--- src/rtl/rtc_init_sequencer.sv ---
// rtc_init_sequencer
// Walks the RTC initialisation ROM from index 0 and issues each byte as a
// multiplexed address/data write to the external RTC. It stops at the 8'hFF
// terminator or after index 15, whichever comes first.
// Optional build macro: RTC_INIT_READBACK_EN adds a read-back cycle after
// every write. A mismatch sets the sticky err flag.
// Without the macro, rd_n is tied high, err is tied low and bus_in is ignored.
module rtc_init_sequencer #(
   parameter logic [7:0] ADDR_BASE = 8'h00,
   parameter int         T_SETUP   = 1,
   parameter int         T_PULSE   = 2,
   parameter int         T_HOLD    = 1
) (
   input  logic       clk,
   input  logic       reset,
   input  logic       start,
   output logic [3:0] rom_addr,
   input  logic [7:0] rom_data,
   output logic       cs_n,
   output logic       a_d,
   output logic       wr_n,
   output logic       rd_n,
   output logic [7:0] bus_out,
   output logic       bus_oe,
   input  logic [7:0] bus_in,
   output logic       busy,
   output logic       done,
   output logic       err
);

   // Phase counter reload values: a phase ends when the counter reads zero.
   localparam logic [7:0] LD_SETUP = 8'(T_SETUP - 1);
   localparam logic [7:0] LD_PULSE = 8'(T_PULSE - 1);
   localparam logic [7:0] LD_HOLD  = 8'(T_HOLD - 1);

   typedef enum logic [3:0] {
      S_IDLE,
      S_FETCH,
      S_A_SETUP,
      S_A_PULSE,
      S_A_HOLD,
      S_D_SETUP,
      S_D_PULSE,
      S_D_HOLD,
`ifdef RTC_INIT_READBACK_EN
      S_R_SETUP,
      S_R_PULSE,
      S_R_HOLD,
`endif
      S_NEXT,
      S_DONE
   } state_t;

   state_t     state_reg;
   logic [7:0] cnt_reg;
   logic [7:0] data_reg;

`ifndef RTC_INIT_READBACK_EN
   // Without read-back there is no read strobe and no error source.
   logic unused_bus_in;
   assign unused_bus_in = ^bus_in;
   assign rd_n = 1'b1;
   assign err  = 1'b0;
`endif

   // Sequencer FSM. Every output is registered and is changed only on a state
   // transition, so each pin holds its value for a whole phase.
   always_ff @(posedge clk) begin
      if (reset) begin
         state_reg <= S_IDLE;
         cnt_reg   <= '0;
         data_reg  <= '0;
         rom_addr  <= '0;
         cs_n      <= 1'b1;
         wr_n      <= 1'b1;
         a_d       <= 1'b0;
         bus_oe    <= 1'b0;
         bus_out   <= '0;
         busy      <= 1'b0;
         done      <= 1'b0;
`ifdef RTC_INIT_READBACK_EN
         rd_n      <= 1'b1;
         err       <= 1'b0;
`endif
      end else begin
         case (state_reg)
            S_IDLE, S_DONE: begin
               if (start) begin
                  state_reg <= S_FETCH;
                  rom_addr  <= '0;
                  busy      <= 1'b1;
                  done      <= 1'b0;
`ifdef RTC_INIT_READBACK_EN
                  err       <= 1'b0;
`endif
               end
            end
            S_FETCH: begin
               if (rom_data == 8'hFF) begin
                  state_reg <= S_DONE;
                  busy      <= 1'b0;
                  done      <= 1'b1;
               end else begin
                  data_reg  <= rom_data;
                  state_reg <= S_A_SETUP;
                  cnt_reg   <= LD_SETUP;
                  cs_n      <= 1'b0;
                  a_d       <= 1'b0;
                  bus_oe    <= 1'b1;
                  bus_out   <= ADDR_BASE + {4'h0, rom_addr};
               end
            end
            S_A_SETUP, S_D_SETUP: begin
               if (cnt_reg == 8'd0) begin
                  state_reg <= (state_reg == S_A_SETUP) ? S_A_PULSE : S_D_PULSE;
                  cnt_reg   <= LD_PULSE;
                  wr_n      <= 1'b0;
               end else begin
                  cnt_reg <= cnt_reg - 8'd1;
               end
            end
            S_A_PULSE, S_D_PULSE: begin
               if (cnt_reg == 8'd0) begin
                  state_reg <= (state_reg == S_A_PULSE) ? S_A_HOLD : S_D_HOLD;
                  cnt_reg   <= LD_HOLD;
                  wr_n      <= 1'b1;
               end else begin
                  cnt_reg <= cnt_reg - 8'd1;
               end
            end
            S_A_HOLD: begin
               if (cnt_reg == 8'd0) begin
                  state_reg <= S_D_SETUP;
                  cnt_reg   <= LD_SETUP;
                  a_d       <= 1'b1;
                  bus_out   <= data_reg;
               end else begin
                  cnt_reg <= cnt_reg - 8'd1;
               end
            end
            S_D_HOLD: begin
               if (cnt_reg == 8'd0) begin
`ifdef RTC_INIT_READBACK_EN
                  // Release the bus but keep the chip selected for read-back.
                  state_reg <= S_R_SETUP;
                  cnt_reg   <= LD_SETUP;
                  bus_oe    <= 1'b0;
`else
                  state_reg <= S_NEXT;
                  cs_n      <= 1'b1;
                  bus_oe    <= 1'b0;
`endif
               end else begin
                  cnt_reg <= cnt_reg - 8'd1;
               end
            end
`ifdef RTC_INIT_READBACK_EN
            S_R_SETUP: begin
               if (cnt_reg == 8'd0) begin
                  state_reg <= S_R_PULSE;
                  cnt_reg   <= LD_PULSE;
                  rd_n      <= 1'b0;
               end else begin
                  cnt_reg <= cnt_reg - 8'd1;
               end
            end
            S_R_PULSE: begin
               if (cnt_reg == 8'd0) begin
                  // The RTC output is sampled at the end of the last strobe cycle.
                  state_reg <= S_R_HOLD;
                  cnt_reg   <= LD_HOLD;
                  rd_n      <= 1'b1;
                  if (bus_in != data_reg) begin
                     err <= 1'b1;
                  end
               end else begin
                  cnt_reg <= cnt_reg - 8'd1;
               end
            end
            S_R_HOLD: begin
               if (cnt_reg == 8'd0) begin
                  state_reg <= S_NEXT;
                  cs_n      <= 1'b1;
               end else begin
                  cnt_reg <= cnt_reg - 8'd1;
               end
            end
`endif
            S_NEXT: begin
               // Index 15 is the last entry: finish instead of wrapping to 0.
               if (rom_addr == 4'hF) begin
                  state_reg <= S_DONE;
                  busy      <= 1'b0;
                  done      <= 1'b1;
               end else begin
                  rom_addr  <= rom_addr + 4'd1;
                  state_reg <= S_FETCH;
               end
            end
            default: begin
               state_reg <= S_IDLE;
               cs_n      <= 1'b1;
               wr_n      <= 1'b1;
               bus_oe    <= 1'b0;
               busy      <= 1'b0;
            end
         endcase
      end
   end

endmodule
--- config.mk ---
export PLATFORM = sky130hd
export DESIGN_NAME = rtc_init_sequencer
export DESIGN_NICKNAME = d
export VERILOG_FILES = /design/src/rtl/rtc_init_sequencer.sv
export SDC_FILE = /design/constraint.sdc
export NUM_CORES = 1
export LEC_CHECK = 0
export ABC_AREA = 1
export BUFFER_PORTS_ARGS = -buffer_cell sky130_fd_sc_hd__clkbuf_2
export CELL_PAD_IN_SITES_DETAIL_PLACEMENT = 0
export CELL_PAD_IN_SITES_GLOBAL_PLACEMENT = 2
export CORE_UTILIZATION = 29
export CTS_CLUSTER_SIZE = 25
export DETAILED_ROUTE_END_ITERATION = 6
export GPL_ROUTABILITY_DRIVEN = 0
export GPL_TIMING_DRIVEN = 0
export PLACE_DENSITY = 0.79
export SLEW_MARGIN = 20
export SYNTH_ARGS = -nofsm -noshare
export SYNTH_HDL_FRONTEND = slang
export SYNTH_SLANG_ARGS = --single-unit
export TNS_END_PERCENT = 50
--- constraint.sdc ---
create_clock -name clk -period 1.7 [get_ports clk]
set_input_delay 0.17 -clock clk [delete_from_list [all_inputs] [get_ports clk]]
set_output_delay 0.17 -clock clk [all_outputs]
set_load 0.02 [all_outputs]
==> flow_metrics.tcl, run 1 <==
set metrics [dict create \
    status "finished clean" \
    synth_seq_area_share_pct 37.3 \
    fin_nets 359 \
    grt-ovfl-total 0 \
    drt_wl_total_um 5390 \
    yosysUniqueCellTypes 29 \
    p_per_area_nw_per_um2 1730 \
    skew_ps 6.31 \
    timing.final.crit_share_pct 91.1 \
    worstPathArrival_ps 1780 \
    p_sw_mw 1.87 \
    ctsHoldBuffers 0 \
    start_util_pct 30.0 \
    yosysMostFrequentCell "nand2_1" \
    synth_nets 325 \
    p_int_mw 2.36 \
    swShare_pct 44.3 \
    ir_worst_vdd_uv 707 \
    ios 39 \
    h-tree-depth 2 \
    clock-sinks 38 \
    die_w_um 85.8 \
    worst_slack_ps 151 \
    core_um2 6790 \
    dp_hpwl_um 4000 \
    yosys_warnings 0 \
    antenna_found_initial 0 \
    via_per_inst 4.49 \
    cts.path.max_buffers 2 \
    vias 1949 \
    seqPwrFrac_pct 30.2 \
    synth-edff-count 0 \
    clkTransAtPathRegs_ps 90 \
    cp_common_cell "nand2_1" \
    post-cts-setup-buffer-count 0 \
    cts_buffers 5 \
    num_rows 30 \
    clockPowerShare_pct 22.8 \
    cts_tree "done" \
    share_comb_of_total_power_pct 47.0 \
    maxCapViolations 0 \
    setup_violations 0 \
    synth_top_area_share_pct 37.3 \
    worstSetupStartpointType "flip-flop" \
    syn_to_final_growth_pct 19.7 \
    path_cells "inv_1 -> ha_1 -> nand2_1 -> nor2_4 -> inv_1 -> nand2_1 -> nand2_1 -> nor2_2 -> nand2_1 -> a21oi_1" \
    relSlewSlack_pct 61.4 \
    post-place-cells 426 \
    synth_area_leaders "dfxtp_1 37%, nand2_1 17%, a21oi_1 7.4%, nor2_1 6.6%, nand3_1 3.9%" \
    grt_pass1_vias 1894 \
    hold_violations 0 \
    synth_area_per_cell_um2 6.73 \
    worstPathRequired_ps 1930 \
    end_kind "flip-flop" \
    antenna_left 0 \
    hp-class "in2reg" \
    track_usage_pct 15.9 \
    place_ws_ps 108 \
    grt_max_degree 14 \
    drtIter0Drc 120 \
    worst_pin_slew_ps 575 \
    clock-root-buffer "clkbuf_8" \
    p_leak_nw 1.07 \
    holdWs_ps 129 \
    syn-instance-count 303 \
    drt_pre_antenna_iters 4 \
    io_buffers 27 \
    max_stage_delay_ps 340 \
    netlist_area_um2 2040 \
    async_flop_share_pct 0 \
    grt_pass1_wl_um 9070 \
    final_layout_size_suffix_gt1_share_pct 22.5 \
    drc 0 \
    fillers 753 \
    wl_per_cell_um 12.4 \
    min_period_ps 1550 \
    timing.fmax_ghz 0.646 \
    finalSetupTns_ps 0 \
    utilization_pct 35.9 \
    ys.flop_type "dfxtp_1" \
    finalNonFillerCells 434 \
    path_max_fanout 5 \
    synth_top_cell_by_area "dfxtp_1" \
    dieArea_um2 7370 \
    clkLatencyLatePin_ps 300 \
    insertedDiodeCount 0 \
    synth-seq-cells 38 \
    cpMaxStageDelayCell "dfxtp_1" \
    synth_commonest_cells "90 x nand2_1, 38 x dfxtp_1, 36 x nor2_1, 30 x a21oi_1, 19 x inv_1" \
    slew_viol_final 0 \
    dieHeight_um 85.8 \
    critical_path_class "reg2reg" \
]
cells by family after synthesis:
| group | after synthesis | share of synthesized area [%] |
|---|---|---|
| and+or+nand+nor | 178 | 40.5 |
| AOI/OAI and AO/OA | 45 | 11.7 |
| DFF | 38 | 37.3 |
| buffers and inverters | 34 | 7.06 |
| xor gates and xnor gates | 3 | 1.29 |
| adders and majority gates | 3 | 1.84 |
| other | 2 | 0.368 |
power by group through the flow:
| stage | registers (mW) | clock network [mW] | logic [mW] |
|---|---|---|---|
| final | 1.28 | 0.963 | 1.99 |
| after global routing | 1.32 | 1.01 | 2.26 |
| after CTS | 1.28 | 0.978 | 2.00 |
| after detailed placement | 1.30 | 0 | 1.99 |
| after global placement | 1.30 | 0 | 2.01 |
| after floorplan | 1.38 | 0 | 1.41 |
path summary, 6_finish.rpt:
kind / startpoint / end / slack [ps] / depth (start not counted)
worst max-delay path: cnt_reg[0] / state_reg[1] / 150 / 10
worst min-delay path: rom_data[1] / data_reg[1] / 130 / 3
worst max register to register: cnt_reg[0] / state_reg[1] / 150 / 10
worst min register to register: done / done / 450 / 2
routing by layer:
layer	global-route usage, %	wire [um]
met5	0	0
met4	4.09	55
met3	3.46	163
met2	25.6	2450
met1	21.7	2730
metrics by stage:
step	instance area (um2)	power, mW
floorplan	2040	2.79
global placement	2290	3.30
detailed placement	2290	3.28
CTS	2430	4.25
global route	2440	4.59
finish	2440	4.23
layout by cell type (no fill, tap or decap), types with 3 or more instances in the layout:
master     n
nand2_1   89
nand3_1   16
a21oi_1   30
nand4_1    8
ha_1       3
inv_2      7
a31oi_1    6
dfxtp_1   35
clkbuf_2  27
dfxtp_2    3
inv_1     19
nand2_4    3
o21ai_0    7
clkbuf_1   3
nor2_4     4
nand2_2   10
clkbuf_8   5
nor2_1    35
nor2_2     6
timing repair:
action / 4_1_cts / 5_1_grt
endpoints found under the setup margin: 0 / 8
gates resized for setup: 0 / 5
endpoints found under the hold margin: 0 / 0
worst max-delay path, delay by kind of cell (launching register included):
kind	cells	cell delay, ps
compound gates	1	110
buf+inv	2	190
simple gates	6	670
fa+ha+maj	1	170
flops	1	340
final cells by class:
type / count / area (um2) / share of cell area, %
Multi-Input combinational cell: 231 / 1140 / 46.7
Sequential cell: 38 / 764 / 31.3
Timing Repair Buffer: 27 / 135 / 5.54
Tap cell: 96 / 120 / 4.92
Inverter: 27 / 101 / 4.15
Clock buffer: 5 / 68.8 / 2.82
Clock inverter: 3 / 68.8 / 2.82
Buffer: 7 / 42.5 / 1.74
Note: power is estimated with default switching activity, not from simulation.
==> inputs of run 2 (changes only) <==
==> constraint.sdc (replaced) <==
create_clock -name clk -period 1.71 [get_ports clk]
set_input_delay 0.171 -clock clk [delete_from_list [all_inputs] [get_ports clk]]
set_output_delay 0.171 -clock clk [all_outputs]
set_load 0.02 [all_outputs]
==> flow_metrics.tcl, run 2 (synthesis results as in run 1) <==
set metrics [dict create \
    status "finished clean" \
    mostFrequentLayoutCells "89 x nand2_1, 35 x nor2_1, 35 x dfxtp_1" \
    rrSetupSlack_ps 140 \
    worst_slack_ps 141 \
    min_period_ps 1570 \
    dieArea_um2 7370 \
    clkTransAtPathRegs_ps 90 \
    cts.path.max_buffers 2 \
    share_comb_of_total_power_pct 47.0 \
    design_area_um2 2440 \
    antenna_found_initial 0 \
    die_w_um 85.8 \
    p_per_area_nw_per_um2 1720 \
    worstSetupStartpointType "flip-flop" \
    clock-root-buffer "clkbuf_8" \
    worst_pin_slew_ps 575 \
    timing.final.crit_share_pct 91.8 \
    worstPathArrival_ps 1800 \
    grt_pass1_wl_um 9070 \
    dieHeight_um 85.8 \
    core_um2 6790 \
    utilization_pct 35.9 \
    grt-ovfl-total 0 \
    hold_violations 0 \
    drt_wl_total_um 5390 \
    drtIter0Drc 118 \
    vias 1949 \
    slew_viol_final 0 \
    drt_pre_antenna_iters 4 \
    track_usage_pct 15.9 \
    critical_path_class "reg2reg" \
    post-cts-setup-buffer-count 0 \
    skew_ps 6.31 \
    wl_per_cell_um 12.4 \
    final_common_cell "nand2_1" \
    clock-sinks 38 \
    setup_violations 0 \
    io_buffers 27 \
    worstPathRequired_ps 1940 \
    h-tree-depth 2 \
    grt_max_degree 14 \
    seqPwrFrac_pct 30.2 \
    fin_nets 359 \
    p_int_mw 2.34 \
    via_per_inst 4.49 \
    placed_area_um2 2290 \
    clockPowerShare_pct 22.8 \
    antenna_left 0 \
    clkLatencyLatePin_ps 300 \
    hp-class "in2reg" \
    end_kind "flip-flop" \
    final_layout_size_suffix_gt1_share_pct 22.5 \
    path_max_fanout 5 \
    grt_pass1_vias 1894 \
    cts_buffers 5 \
    insertedDiodeCount 0 \
    place_ws_ps 118 \
    swShare_pct 44.2 \
    drc 0 \
    start_util_pct 30.0 \
    cts_resized 0 \
    ir_worst_vdd_uv 703 \
    ctsHoldBuffers 0 \
    ios 39 \
    dp_hpwl_um 4000 \
    p_leak_nw 1.07 \
    num_rows 30 \
    maxCapViolations 0 \
    relSlewSlack_pct 61.4 \
    finalSetupTns_ps 0 \
    p_sw_mw 1.86 \
    timing.fmax_ghz 0.637 \
    syn_to_final_growth_pct 19.7 \
    cts_tree "done" \
]
run 2: cell counts in the layout (fill, tap and decap cells not counted):
Identical to the previous run, type by type.
run 2: cell type report:
type / count / area [um2]
inverters: 27 / 101
repair buffers: 27 / 135
flip-flops and latches: 38 / 764
fillers: 753 / 4350
plain buffers: 7 / 42.5
clock buffers: 5 / 68.8
well taps: 96 / 120
clock inverters: 3 / 68.8
multi-input cells: 231 / 1140
run 2: stage by stage:
| stage | std cells | hold slack, ps | power, mW |
|---|---|---|---|
| 3_5_place_dp | 426 | 444 | 3.26 |
| 3_3_place_gp | 426 | 439 | 3.28 |
| 2_1_floorplan | 303 | 338 | 2.77 |
| 6_report | 434 | 130 | 4.20 |
| 5_1_grt | 434 | 128 | 4.57 |
| 4_1_cts | 434 | 129 | 4.23 |
run 2: final timing paths:
kind | startpoint | to | cells past startpoint
max | cnt_reg[0] | state_reg[1] | 10
min | rom_data[1] | data_reg[1] | 3
max reg2reg | cnt_reg[0] | state_reg[1] | 10
min reg2reg | done | done | 2
run 2: power groups by stage:
| stage | combinational [mW] | sequential [mW] | clock (mW) |
|---|---|---|---|
| CTS | 1.99 | 1.27 | 0.972 |
| finish | 1.97 | 1.27 | 0.958 |
| global route | 2.25 | 1.31 | 1.01 |
| global placement | 1.99 | 1.29 | 0 |
| floorplan | 1.40 | 1.37 | 0 |
| detailed placement | 1.98 | 1.29 | 0 |
run 2: routing by layer:
layer	part of all wire [%]	GRT usage, %	vias up
li1	-	-	1041
met1	51	21.7	876
met2	45	25.6	27
met3	3.0	3.46	5
met4	1.0	4.09	0
met5	0	0	-
run 2: critical path, cell delays in order (launching register included):
cell and delay, ps:
dfxtp_1 340, inv_1 90, ha_1 170, nand2_1 90, nor2_4 170, inv_1 100, nand2_1 110, nand2_1 70
nor2_2 170, nand2_1 80, a21oi_1 110
